<file path="src/rtl/ddr_cmd_decoder_if.sv">
// Pin-side command/address bundle and registered decode results of ddr_cmd_decoder.
interface ddr_cmd_decoder_if #(
    parameter int BANKS = 16,
    parameter int ROWS  = 131072,
    parameter int COLS  = 1024
);
    localparam int BW = $clog2(BANKS);
    localparam int RW = $clog2(ROWS);
    localparam int CW = $clog2(COLS);

    logic          cke;
    logic          cs_n;
    logic          act_n;
    logic [16:0]   A;
    logic [1:0]    bg;
    logic [1:0]    ba;
    logic [18:0]   commands;
    logic [BW-1:0] bank;
    logic [RW-1:0] row;
    logic [CW-1:0] column;
    logic          halt;
    logic          err;

    modport master (
        output cke, cs_n, act_n, A, bg, ba,
        input  commands, bank, row, column, halt, err
    );

    modport slave (
        input  cke, cs_n, act_n, A, bg, ba,
        output commands, bank, row, column, halt, err
    );
endinterface

</file>
<file path="src/rtl/ddr_cmd_decoder.sv">
// DDR command decoder: one-hot command decode with per-bank open-row tracking,
// illegal-command suppression and a power-down / self-refresh FSM.
module ddr_cmd_decoder #(
    parameter int BANKS = 16,
    parameter int ROWS  = 131072,
    parameter int COLS  = 1024
) (
    input logic             clk,
    input logic             reset_n,
    ddr_cmd_decoder_if.slave bus
);
    localparam int BW = $clog2(BANKS);
    localparam int RW = $clog2(ROWS);
    localparam int CW = $clog2(COLS);

    localparam int C_ACT  = 18;
    localparam int C_CFG  = 16;
    localparam int C_CKEH = 15;
    localparam int C_CKEL = 14;
    localparam int C_MRW  = 10;
    localparam int C_PD   = 9;
    localparam int C_PDX  = 8;
    localparam int C_PR   = 7;
    localparam int C_PRA  = 6;
    localparam int C_RD   = 5;
    localparam int C_RDA  = 4;
    localparam int C_REF  = 3;
    localparam int C_SRF  = 2;
    localparam int C_WR   = 1;
    localparam int C_WRA  = 0;

    typedef enum logic [1:0] {ACTIVE, PWRDN, SELFREF} pstate_e;

    pstate_e                  state_q, state_d;
    logic                     cke_prev_q;
    logic [BANKS-1:0]         open_q, open_d;
    logic [BANKS-1:0][RW-1:0] rows_q;
    logic [18:0]              cmd_q, cmd_d;
    logic [BW-1:0]            bank_q, bank_d;
    logic [RW-1:0]            row_q, row_d;
    logic [CW-1:0]            col_q, col_d;
    logic                     halt_q, halt_d;
    logic                     err_q, err_d;
    logic                     row_we;

    logic          d_nop, d_act, d_mrw, d_ref, d_pr, d_wr, d_rd, d_cfg;
    logic [BW-1:0] bidx;
    logic          auto_a10, cke_fall, any_open;

    assign bidx     = BW'({bus.bg, bus.ba});
    assign auto_a10 = bus.A[10];
    assign cke_fall = cke_prev_q & ~bus.cke;
    assign any_open = |open_q;

    // A16/A15/A14 act as ras_n/cas_n/we_n when act_n is high.
    always_comb begin
        d_nop = 1'b0; d_act = 1'b0; d_mrw = 1'b0; d_ref = 1'b0;
        d_pr  = 1'b0; d_wr  = 1'b0; d_rd  = 1'b0; d_cfg = 1'b0;
        if (bus.cs_n)        d_nop = 1'b1;
        else if (!bus.act_n) d_act = 1'b1;
        else begin
            case (bus.A[16:14])
                3'b000:  d_mrw = 1'b1;
                3'b001:  d_ref = 1'b1;
                3'b010:  d_pr  = 1'b1;
                3'b100:  d_wr  = 1'b1;
                3'b101:  d_rd  = 1'b1;
                3'b110:  d_cfg = 1'b1;
                default: d_nop = 1'b1;
            endcase
        end
    end

    always_comb begin
        state_d = state_q;
        cmd_d   = '0;
        bank_d  = '0;
        row_d   = '0;
        col_d   = '0;
        err_d   = 1'b0;
        open_d  = open_q;
        row_we  = 1'b0;
        case (state_q)
            ACTIVE: begin
                if (d_nop) begin
                    if (cke_fall) begin
                        state_d      = PWRDN;
                        cmd_d[C_PD]   = 1'b1;
                        cmd_d[C_CKEL] = 1'b1;
                    end
                end else if (d_ref) begin
                    if (any_open) err_d = 1'b1;
                    else if (cke_fall) begin
                        state_d       = SELFREF;
                        cmd_d[C_SRF]  = 1'b1;
                        cmd_d[C_CKEL] = 1'b1;
                    end else cmd_d[C_REF] = 1'b1;
                end else if (cke_fall) begin
                    // Only NOP or REF may accompany a cke falling edge.
                    err_d = 1'b1;
                end else if (d_act) begin
                    if (open_q[bidx]) err_d = 1'b1;
                    else begin
                        cmd_d[C_ACT] = 1'b1;
                        bank_d       = bidx;
                        row_d        = RW'(bus.A);
                        open_d[bidx] = 1'b1;
                        row_we       = 1'b1;
                    end
                end else if (d_rd || d_wr) begin
                    if (!open_q[bidx]) err_d = 1'b1;
                    else begin
                        if (d_rd && auto_a10)       cmd_d[C_RDA] = 1'b1;
                        else if (d_rd)              cmd_d[C_RD]  = 1'b1;
                        else if (auto_a10)          cmd_d[C_WRA] = 1'b1;
                        else                        cmd_d[C_WR]  = 1'b1;
                        bank_d = bidx;
                        row_d  = rows_q[bidx];
                        col_d  = CW'(bus.A[9:0]);
                        if (auto_a10) open_d[bidx] = 1'b0;
                    end
                end else if (d_pr) begin
                    if (auto_a10) begin
                        cmd_d[C_PRA] = 1'b1;
                        open_d       = '0;
                    end else begin
                        cmd_d[C_PR]  = 1'b1;
                        bank_d       = bidx;
                        open_d[bidx] = 1'b0;
                    end
                end else if (d_mrw) begin
                    if (any_open) err_d = 1'b1;
                    else          cmd_d[C_MRW] = 1'b1;
                end else if (d_cfg) begin
                    cmd_d[C_CFG] = 1'b1;
                end
            end
            PWRDN: begin
                if (bus.cke) begin
                    state_d       = ACTIVE;
                    cmd_d[C_PDX]  = 1'b1;
                    cmd_d[C_CKEH] = 1'b1;
                end
            end
            SELFREF: begin
                if (bus.cke) begin
                    state_d       = ACTIVE;
                    cmd_d[C_CKEH] = 1'b1;
                end
            end
            default: state_d = ACTIVE;
        endcase
        halt_d = (state_d != ACTIVE);
    end

    always_ff @(posedge clk) begin
        if (!reset_n) begin
            state_q    <= ACTIVE;
            cke_prev_q <= 1'b1;
            open_q     <= '0;
            cmd_q      <= '0;
            bank_q     <= '0;
            row_q      <= '0;
            col_q      <= '0;
            halt_q     <= 1'b0;
            err_q      <= 1'b0;
        end else begin
            state_q    <= state_d;
            cke_prev_q <= bus.cke;
            open_q     <= open_d;
            cmd_q      <= cmd_d;
            bank_q     <= bank_d;
            row_q      <= row_d;
            col_q      <= col_d;
            halt_q     <= halt_d;
            err_q      <= err_d;
        end
    end

    // Row storage needs no reset: it is only read behind a set open flag.
    always_ff @(posedge clk) begin
        if (reset_n && row_we) rows_q[bidx] <= RW'(bus.A);
    end

    assign bus.commands = cmd_q;
    assign bus.bank     = bank_q;
    assign bus.row      = row_q;
    assign bus.column   = col_q;
    assign bus.halt     = halt_q;
    assign bus.err      = err_q;
endmodule

</file>
<file path="src/flat_wrapper.sv">
// flat-port wrapper written by rule: the top's interface ports become plain ports
module ddr_cmd_decoder_flat 
#(
    parameter int BANKS = 16,
    parameter int ROWS  = 131072,
    parameter int COLS  = 1024
)
  (clk, reset_n, bus_cke, bus_cs_n, bus_act_n, bus_A, bus_bg, bus_ba, bus_commands, bus_bank, bus_row, bus_column, bus_halt, bus_err);
  ddr_cmd_decoder_if #(.BANKS(BANKS), .ROWS(ROWS), .COLS(COLS)) bus_i ();
  input logic clk;
  input logic reset_n;
  input wire logic [$bits(bus_i.cke)-1:0] bus_cke;
  input wire logic [$bits(bus_i.cs_n)-1:0] bus_cs_n;
  input wire logic [$bits(bus_i.act_n)-1:0] bus_act_n;
  input wire logic [$bits(bus_i.A)-1:0] bus_A;
  input wire logic [$bits(bus_i.bg)-1:0] bus_bg;
  input wire logic [$bits(bus_i.ba)-1:0] bus_ba;
  output wire logic [$bits(bus_i.commands)-1:0] bus_commands;
  output wire logic [$bits(bus_i.bank)-1:0] bus_bank;
  output wire logic [$bits(bus_i.row)-1:0] bus_row;
  output wire logic [$bits(bus_i.column)-1:0] bus_column;
  output wire logic [$bits(bus_i.halt)-1:0] bus_halt;
  output wire logic [$bits(bus_i.err)-1:0] bus_err;
  assign bus_i.cke = bus_cke;
  assign bus_i.cs_n = bus_cs_n;
  assign bus_i.act_n = bus_act_n;
  assign bus_i.A = bus_A;
  assign bus_i.bg = bus_bg;
  assign bus_i.ba = bus_ba;
  assign bus_commands = bus_i.commands;
  assign bus_bank = bus_i.bank;
  assign bus_row = bus_i.row;
  assign bus_column = bus_i.column;
  assign bus_halt = bus_i.halt;
  assign bus_err = bus_i.err;
  ddr_cmd_decoder #(.BANKS(BANKS), .ROWS(ROWS), .COLS(COLS)) u_core (.clk(clk), .reset_n(reset_n), .bus(bus_i));
endmodule
</file>
<file path="config.mk">
export PLATFORM = sky130hd
export DESIGN_NAME = ddr_cmd_decoder_flat
export DESIGN_NICKNAME = d
export VERILOG_FILES = /design/src/rtl/ddr_cmd_decoder_if.sv /design/src/rtl/ddr_cmd_decoder.sv /design/src/flat_wrapper.sv
export SDC_FILE = /design/constraint.sdc
export NUM_CORES = 1
export LEC_CHECK = 0
export CAP_MARGIN = 20
export CORE_ASPECT_RATIO = 2
export CORE_MARGIN = 1.5
export CORE_UTILIZATION = 45
export CTS_CLUSTER_DIAMETER = 60
export CTS_CLUSTER_SIZE = 30
export DETAILED_ROUTE_END_ITERATION = 8
export GPL_TIMING_DRIVEN = 0
export PLACE_DENSITY_LB_ADDON = 0.12
export SLEW_MARGIN = 40
export SYNTH_ARGS = -nofsm -noshare
export SYNTH_HDL_FRONTEND = slang
export SYNTH_SLANG_ARGS = --single-unit
</file>
<file path="constraint.sdc">
create_clock -name clk -period 3.3 [get_ports clk]
set_clock_uncertainty 0.2 [all_clocks]
set_input_delay 0.33 -clock clk [delete_from_list [all_inputs] [get_ports clk]]
set_output_delay 0.33 -clock clk [all_outputs]
set_load 0.05 [all_outputs]
</file>
After elaboration in Yosys (flattened, before gate mapping)

Cells that the tools add are included.

Input bits: 26
Bits in registers: 343
Output and inout bits: 52
Word-level logic and storage cells: 170

Mux-type cells: 82
Equality and inequality tests: 10
$lt $le $gt $ge: 2
Reductions and logical operators: 25
Bitwise operators: 14

Operators by type and width:

| kind                                                                 | number |
|---|---|
| 272-bit bitwise mux                                                  | 1 |
| 16-bit 2-to-1 mux                                                    | 7 |
| 17-bit 2-to-1 mux                                                    | 6 |
| 17-bit binary-select mux with 4-bit select                           | 1 |
| 17-bit demux with 4-bit select                                       | 1 |
| 1-bit 2-to-1 mux                                                     | 51 |
| 9-bit OR reduction                                                   | 3 |
| 4-bit 2-to-1 mux                                                     | 6 |
| 20-bit OR reduction                                                  | 1 |
| 16-bit bitwise AND                                                   | 1 |
| 16-bit NOT                                                           | 1 |
| 16-bit OR                                                            | 1 |
| 16-bit OR reduction                                                  | 1 |
| 8-bit OR reduction                                                   | 2 |
| 2-bit 2-to-1 mux                                                     | 6 |
| 1-bit NOT                                                            | 10 |
| 10-bit OR reduction                                                  | 1 |
| 3-bit equality test, second input constant                           | 3 |
| 8-bit AND reduction                                                  | 1 |
| 2-bit AND reduction                                                  | 3 |
| 6-bit OR reduction                                                   | 1 |
| 4-bit by 5-bit < comparator with 1-bit output, second input constant | 1 |
| 5-bit OR reduction                                                   | 1 |
| 1-bit binary-select mux with 4-bit select                            | 1 |
| other kinds (20)                                                     | 22 |

Longest topological paths before layout

Gate-level depths: netlist of run 1.

Depth after elaboration: 10
Mapped depth: 9
Gate-level depth less buffers: 7

Least setup slack after synthesis of run 1

No wires, ideal clock.

Path kind: input port to flip-flop
Start: input bus_ba[1]
End: register u_core.rows_q[255] (netlist bit) (enable)
Setup time: 390 ps
Path buffers: 2
Data required time: 2,710 ps
Setup slack: 99 ps
Data arrival time: 2,610 ps
Stages: 8
Cells stage by stage: buf_6 > mux4_2 > a22oi_4 > nand2_1 > nor2_2 > nand2_1 > clkbuf_1 > nor2_1

Cells in the longest elaborated chain, start to end: 9

RTL lines:

| item                                      | RTL line               | text |
|---|---|---|
| start: declaration                        | flat_wrapper.sv:17     | `input wire logic [$bits(bus_i.ba)-1:0] bus_ba;` |
| 1-bit binary-select mux with 4-bit select | ddr_cmd_decoder.sv:102 | `if (open_q[bidx]) err_d = 1'b1;` |
| 1-bit 2-to-1 mux (not written as such)    | ddr_cmd_decoder.sv:102 |  |
| 1-bit 2-to-1 mux                          | ddr_cmd_decoder.sv:102 |  |
| 1-bit 2-to-1 mux                          | ddr_cmd_decoder.sv:101 | `end else if (d_act) begin` |
| 1-bit 2-to-1 mux                          | ddr_cmd_decoder.sv:98  | `end else if (cke_fall) begin` |
| 1-bit 2-to-1 mux                          | ddr_cmd_decoder.sv:91  | `end else if (d_ref) begin` |
| 1-bit 2-to-1 mux                          | ddr_cmd_decoder.sv:85  | `if (d_nop) begin` |
| 1-bit 2-to-1 mux                          | ddr_cmd_decoder.sv:83  | `case (state_q)` |
| 1-bit logical AND                         | ddr_cmd_decoder.sv:182 | `if (reset_n && row_we) rows_q[bidx] <= RW'(bus.A);` |
| end signal: indexed assignment            | ddr_cmd_decoder.sv:182 |  |
| end: declaration                          | ddr_cmd_decoder.sv:37  | `logic [BANKS-1:0][RW-1:0] rows_q;` |

No other way between the ends. The select of a mux whose other input is x is not followed.
A chain may end at the register's enable or synchronous reset.

Worst setup path after layout of run 1

Start: input bus_bg[0]
End: register u_core.rows_q[107] (netlist bit) (enable)

Cells in the longest elaborated chain, start to end: 9

RTL lines:

| item                                      | RTL line               | text |
|---|---|---|
| start: declaration                        | flat_wrapper.sv:16     | `input wire logic [$bits(bus_i.bg)-1:0] bus_bg;` |
| 1-bit binary-select mux with 4-bit select | ddr_cmd_decoder.sv:102 |  |
| 1-bit 2-to-1 mux (not written as such)    | ddr_cmd_decoder.sv:102 |  |
| 1-bit 2-to-1 mux                          | ddr_cmd_decoder.sv:102 |  |
| 1-bit 2-to-1 mux                          | ddr_cmd_decoder.sv:101 |  |
| 1-bit 2-to-1 mux                          | ddr_cmd_decoder.sv:98  |  |
| 1-bit 2-to-1 mux                          | ddr_cmd_decoder.sv:91  |  |
| 1-bit 2-to-1 mux                          | ddr_cmd_decoder.sv:85  |  |
| 1-bit 2-to-1 mux                          | ddr_cmd_decoder.sv:83  |  |
| 1-bit logical AND                         | ddr_cmd_decoder.sv:182 |  |

No other way between the ends. The select of a mux whose other input is x is not followed.

==> results.json, run 1 <==
{
  "clk_pin_slew_ps": 110,
  "synthSimpleGateAreaFrac": 0.0699,
  "cts_tree": "built",
  "drv_cap": 0,
  "hp-class": "primary input to flip-flop",
  "finalMaxSlewViolations": 0,
  "avgRoutedWirePerCell_um": 27.2,
  "placed_cells": 1193,
  "dieHeight_um": 246,
  "crit_type": "primary input to flip-flop",
  "period_minus_slack_ps": 3160,
  "use_met1": 0.250,
  "fmax_ghz": 0.316,
  "grt_pass1_wl_mm": 49.6,
  "relSlewSlack": 0.412,
  "synth_xor_area_frac": 0,
  "insertion_delay_ps": 520,
  "avgSynthCellArea_um2": 17.9,
  "avgViaCountPerCell": 5.96,
  "cp-end-kind": "flip-flop",
  "clock_path_buffers": 3,
  "final_common_cell": "edfxtp_1",
  "firstDrtPassIters": 5,
  "syn_area_um2": 13300,
  "busiest_layer": "met2",
  "power_leakage_nw": 5.07,
  "track_usage": 0.223,
  "post-route-period-util": 0.959,
  "ios": 78,
  "routabilityCongestion": 0.848,
  "dieWidth_um": 124,
  "cts-htree-levels": 1,
  "yosysWarnings": 0,
  "synth_edf_count": 272,
  "hold_end": "u_core.rows_q[269]",
  "totalWireLength_mm": 33.7,
  "setup_viol": 0,
  "r2r_setup_slack_ps": 220,
  "area_growth_pct": 18.8,
  "r2r_cells": 8,
  "min_from": "bus_A[14]",
  "cts_root_buf": "clkbuf_16",
  "vdd_drop_max_uv": 373,
  "r2r_end": "u_core.rows_q[107]",
  "hold_path_depth": 1,
  "nFillCells": 2321,
  "cts_buffers": 16,
  "gr-total-overflow": 0,
  "synth_cell_types": 44,
  "final_cell_mix": "edfxtp_1 (272), mux4_2 (89), clkdlybuf4s50_1 (67), dfxtp_1 (67), nand2_1 (58)",
  "finalNonFillerCells": 1240,
  "met3_usage": 0.0224,
  "muxShareOfSynthArea": 0.151,
  "portBuffers": 70,
  "start_kind": "primary input",
  "synth_top_family_by_area": "multiplexers",
  "clock-sinks": 339,
  "crit_fanout": 10,
  "synth-compound-area-share": 0.0395,
  "yosys.area_share.adder": 0.00283,
  "syn_inst": 743,
  "dp_hpwl_mm": 23.2,
  "fin_nets": 898,
  "grt_max_degree": 32,
  "status": "completed",
  "ys.flop_type": "edfxtp_1",
  "hold_viol_final": 0,
  "grt_antenna_before_repair": 1,
  "power_density_nw_per_um2": 476,
  "dieArea_um2": 30600,
  "grt_pass1_vias": 7874,
  "ys_ff_latch": 339,
  "coreArea_um2": 29000,
  "reg2reg_from": "u_core.open_q[15]",
  "vias": 7386,
  "placement_rows": 88,
  "tightest_slew_ps": 882,
  "drive_gt1_frac": 0.248,
  "required_ps": 3330,
  "arrival_ps": 3200,
  "rsz0062_at_grt": "no",
  "synthArstFlopShare": 0,
  "use_met2": 0.420,
  "start_util": 0.458,
  "ys_seq_area_frac": 0.717,
  "fin_util": 0.545,
  "drc_errors": 0,
  "drtIter0Drc": 566,
  "ant_nets": 0
}
## registers in the layout, indices dropped and copies added (netlist names)
signal,count
u_core.open_q,16
u_core.bus.row,17
u_core.bus.bank,4
u_core.bus.column,10
u_core.bus.commands,15
u_core.bus.err,1
u_core.bus.halt,1
u_core.state_q,2
u_core.rows_q,272
u_core.cke_prev_q,1
## worst max path at each step
stage / startpoint / to / slack [ps] / cells past startpoint
after global placement: bus_bg[0] / u_core.rows_q[41] / -2170 / 9
after floorplan: bus_ba[1] / u_core.rows_q[255] / 100 / 8
after detailed placement: bus_bg[0] / u_core.rows_q[20] / -1030 / 10
after global routing: bus_A[16] / u_core.bus.row[13] / 30 / 8
final: bus_bg[0] / u_core.rows_q[107] / 140 / 10
after CTS: bus_A[14] / u_core.rows_q[124] / 50 / 9
## cell usage after synthesis (2+ instances only)
cell type	number	area (µm²)
edfxtp_1	272	8170
mux4_2	89	2000
ha_1	3	37.5
and2_1	7	43.8
dfxtp_1	67	1340
buf_1	8	30.0
a22oi_4	2	42.5
nor4b_1	2	17.5
nor2_1	32	120
a21oi_1	24	120
buf_6	2	22.5
nand3_1	30	150
nand2_1	58	218
nor3_1	2	10.0
nor2b_1	9	56.3
nor4_1	6	37.5
or3_1	6	37.5
a22oi_1	6	45.0
inv_1	6	22.5
buf_2	11	55.1
o221ai_2	4	60.1
nand3b_1	2	15.0
and4b_1	2	20.0
clkbuf_1	26	97.6
a21oi_2	10	87.6
and3_1	13	81.3
o21ai_0	2	10.0
or2_2	3	18.8
nand2b_1	7	43.8
a31oi_1	2	12.5
buf_4	5	37.5
o221ai_1	13	114
## where the power goes
| group | total, W | switching, W | internal [W] | leakage, nW |
|---|---|---|---|---|
| sequential | 0.00462 | 0.00000502 | 0.00462 | 2.99 |
| combinational | 0.000515 | 0.000317 | 0.000197 | 1.83 |
| clock | 0.00237 | 0.00136 | 0.00102 | 0.252 |
## kinds of logic after synthesis
| group | count (synthesis) |
|---|---|
| DFF | 339 |
| and+or+nand+nor | 186 |
| muxes | 89 |
| other | 1 |
| AOI/OAI and AO/OA | 67 |
| buffers and inverters | 58 |
| adders and majority gates | 3 |
## final cells by class
| cell class | count | area [µm²] | area share |
|---|---|---|---|
| repair buffers | 105 | 1370 | 0.0866 |
| well taps | 360 | 450 | 0.0286 |
| clock inverters | 7 | 62.6 | 0.00397 |
| flip-flops and latches | 339 | 9510 | 0.603 |
| inverters | 6 | 22.5 | 0.00143 |
| diodes | 1 | 2.50 | 0.000159 |
| clock buffers | 21 | 450 | 0.0286 |
| plain buffers | 52 | 260 | 0.0165 |
| multi-input cells | 349 | 3640 | 0.231 |
## what timing repair did
action,CTS,global route
setup endpoints to repair,292,291
endpoints found under the hold margin,1,0
resized for setup,5,4
buffers inserted,17,0
pin swaps,16,0
hold buffers,1,0
gates cloned,0,0
## critical path: stages
cell             delay [ps]
clkdlybuf4s50_1         510
clkbuf_2                270
mux4_2                  400
a22oi_4                 280
nand2_1                 160
nor2_4                  290
nand2_1                 180
buf_2                   310
nor2_4                  250
buf_16                  180
## per-stage QoR
stage | TNS [ps] | hold WS (ps) | area [µm²] | setup WS, ps | power [W]
floorplan | 0 | 229 | 13300 | 99.1 | 0.00503
global placement | -587420 | 281 | 14400 | -2170 | 0.00522
detailed placement | -264550 | 298 | 15000 | -1030 | 0.00524
CTS | 0 | 250 | 15800 | 48.0 | 0.00757
global route | 0 | 160 | 15800 | 32.8 | 0.00773
finish | 0 | 152 | 15800 | 137 | 0.00751
## metal layers
layer,up-vias,part of all wire
met5,-,0
met4,0,0.046
met3,66,0.041
met2,256,0.55
met1,3871,0.36
li1,3193,-
Power figures use the tool's default switching activity.
==> run 2, diff against run 1 <==
MAX_ROUTING_LAYER = met4   (was not set)
SKIP_LAST_GASP = 1   (was not set)
==> run 2 against run 1 <==
Flip-flop and latch count stayed put. Critical endpoint is now u_core.rows_q[209]. Sequential share of layout area is 0.19 points higher. Hold slack worse by 38 ps. Wire length hardly changed. Sequential power hardly changed. Register-to-register slack worse by 20 ps. Global-route usage is 0.75 points higher. Final area is 0.31% lower. Maximum frequency is 0.29% lower. Critical path type unchanged. Clock power hardly changed. First-iteration DRC count is 5.3% higher.
==> results.json, run 2 (synthesized netlist as in run 1, its figures left out) <==
{
  "status": "completed",
  "total_power_w": 0.00751,
  "coreArea_um2": 29000,
  "required_ps": 3340,
  "portBuffers": 70,
  "hp-class": "primary input to flip-flop",
  "cp-end-kind": "flip-flop",
  "crit_type": "primary input to flip-flop",
  "area_growth_pct": 18.4,
  "final_common_cell": "edfxtp_1",
  "vias": 7311,
  "period_minus_slack_ps": 3170,
  "totalWireLength_mm": 33.7,
  "hold_viol_final": 0,
  "setup_viol": 0,
  "fin_nets": 900,
  "placed_cells": 1192,
  "grt_max_degree": 32,
  "met3_usage": 0.0265,
  "cts_buffers": 16,
  "post-route-period-util": 0.961,
  "grt_pass1_wl_mm": 50.0,
  "drv_cap": 0,
  "setup_tns_ps": 0,
  "relSlewSlack": 0.428,
  "finalNonFillerCells": 1240,
  "whs_ps": 113,
  "p_int_w": 0.00582,
  "worst_path_dominant_cell_family": "buffers and inverters",
  "power_leakage_nw": 5.06,
  "max_stage_delay_ps": 490,
  "cp_num_buf_inv": 4,
  "power_density_nw_per_um2": 478,
  "avgRoutedWirePerCell_um": 27.2,
  "grt_antenna_before_repair": 0,
  "track_usage": 0.230,
  "drtIter0Drc": 596,
  "vdd_drop_max_uv": 352,
  "min_from": "bus_A[14]",
  "use_met1": 0.253,
  "routabilityCongestion": 0.851,
  "avgViaCountPerCell": 5.90,
  "cts_tree": "built",
  "antennaDiodeCount": 0,
  "clock-sinks": 339,
  "clockPowerShare": 0.316,
  "p_seq_frac": 0.615,
  "rsz0062_at_grt": "no",
  "dieArea_um2": 30600,
  "crit_fanout": 12,
  "cpMaxStageDelayCell": "clkdlybuf4s50_1",
  "ios": 78,
  "clk_pin_slew_ps": 110,
  "grt_pass1_vias": 7873,
  "dieHeight_um": 246,
  "largest_reg_flops": 272,
  "arrival_ps": 3210,
  "cp-startpoint": "bus_bg[0]",
  "finalMaxSlewViolations": 0,
  "firstDrtPassIters": 5,
  "final_cell_mix": "edfxtp_1 (272), mux4_2 (89), clkdlybuf4s50_1 (67), dfxtp_1 (67), nand2_1 (58)",
  "drive_gt1_frac": 0.248,
  "clock_path_buffers": 3,
  "gr-total-overflow": 0,
  "cts-htree-levels": 1,
  "critical_path.cell_chain": "clkdlybuf4s50_1 -> clkbuf_2 -> mux4_2 -> a22oi_4 -> nand2_1 -> nor2_4 -> nand2_1 -> buf_2 -> nor2_4 -> buf_16",
  "largest_register": "u_core.rows_q",
  "p_sw_w": 0.00169,
  "swShare": 0.225,
  "tightest_slew_ps": 859,
  "dieWidth_um": 124,
  "insertion_delay_ps": 540,
  "reg2reg_from": "u_core.open_q[14]",
  "start_util": 0.458,
  "start_kind": "primary input",
  "cts_root_buf": "clkbuf_16",
  "dp_hpwl_mm": 23.0,
  "power_frac_comb": 0.069,
  "busiest_layer": "met2",
  "ant_nets": 0,
  "drc_errors": 0,
  "placement_rows": 88,
  "fmax_ghz": 0.315,
  "use_met2": 0.418
}
-- run 2: cell types whose count changed in the layout (fill, tap and decap cells not counted), moves of 2 or more --
cell / previous run / this run
clkbuf_2: 8 / 10
clkinv_2: 2 / 0
buf_8: 0 / 3
buf_16: 16 / 13
buf_4: 16 / 20
inv_8: 2 / 0
buf_12: 6 / 4
-- run 2: power by group through the flow --
| stage | sequential [W] | combinational [W] | clock, W |
|---|---|---|---|
| 2_1_floorplan | 0.00474 | 0.000283 | 0 |
| 3_3_place_gp | 0.00472 | 0.000497 | 0 |
| 3_5_place_dp | 0.00472 | 0.000516 | 0 |
| 4_1_cts | 0.00462 | 0.000519 | 0.00243 |
| 5_1_grt | 0.00462 | 0.000549 | 0.00257 |
| 6_report | 0.00462 | 0.000515 | 0.00238 |
-- run 2: cell type report --
class	count	area [µm²]
multi-input cells	349	3640
well taps	360	450
clock inverters	4	63.8
repair buffers	107	1320
plain buffers	52	263
clock buffers	23	448
fillers	2302	13200
flip-flops and latches	339	9510
inverters	6	22.5
-- run 2: timing repair --
item | 4_1_cts | 5_1_grt
buffers inserted | 19 | 0
pin swaps | 16 | 0
endpoints found under the setup margin | 292 | 271
hold buffers | 1 | 0
hold endpoints to repair | 1 | 0
gates resized for setup | 5 | 5
-- run 2: worst paths after layout --
kind / slack, ps / cells past startpoint / endpoint
max: 130 / 10 / u_core.rows_q[209]
min: 110 / 1 / u_core.rows_q[235]
max reg2reg: 200 / 8 / u_core.rows_q[209]
min reg2reg: 320 / 2 / u_core.state_q[1]
-- run 2: per-layer routing --
metal,part of all wire,vias to the layer above
met2,0.55,238
met5,0,-
li1,-,3187
met3,0.042,72
met4,0.045,0
met1,0.36,3814
-- run 2: through the flow --
stage,setup WS (ps),instance area (µm²),utilization
6_report,128,15700,0.543
5_1_grt,32.9,15700,0.543
4_1_cts,7.80,15700,0.542
3_5_place_dp,-1130,15000,0.517
3_3_place_gp,-2250,14400,0.498
2_1_floorplan,99.1,13300,-
-- run 2: worst register-to-register path, cell delays in order (launching register included) --
cell and delay (ps):
dfxtp_1 360, mux4_2 550, a22oi_4 280, nand2_1 150, nor2_4 290, nand2_1 220
buf_2 320, nor2_4 230, buf_16 190
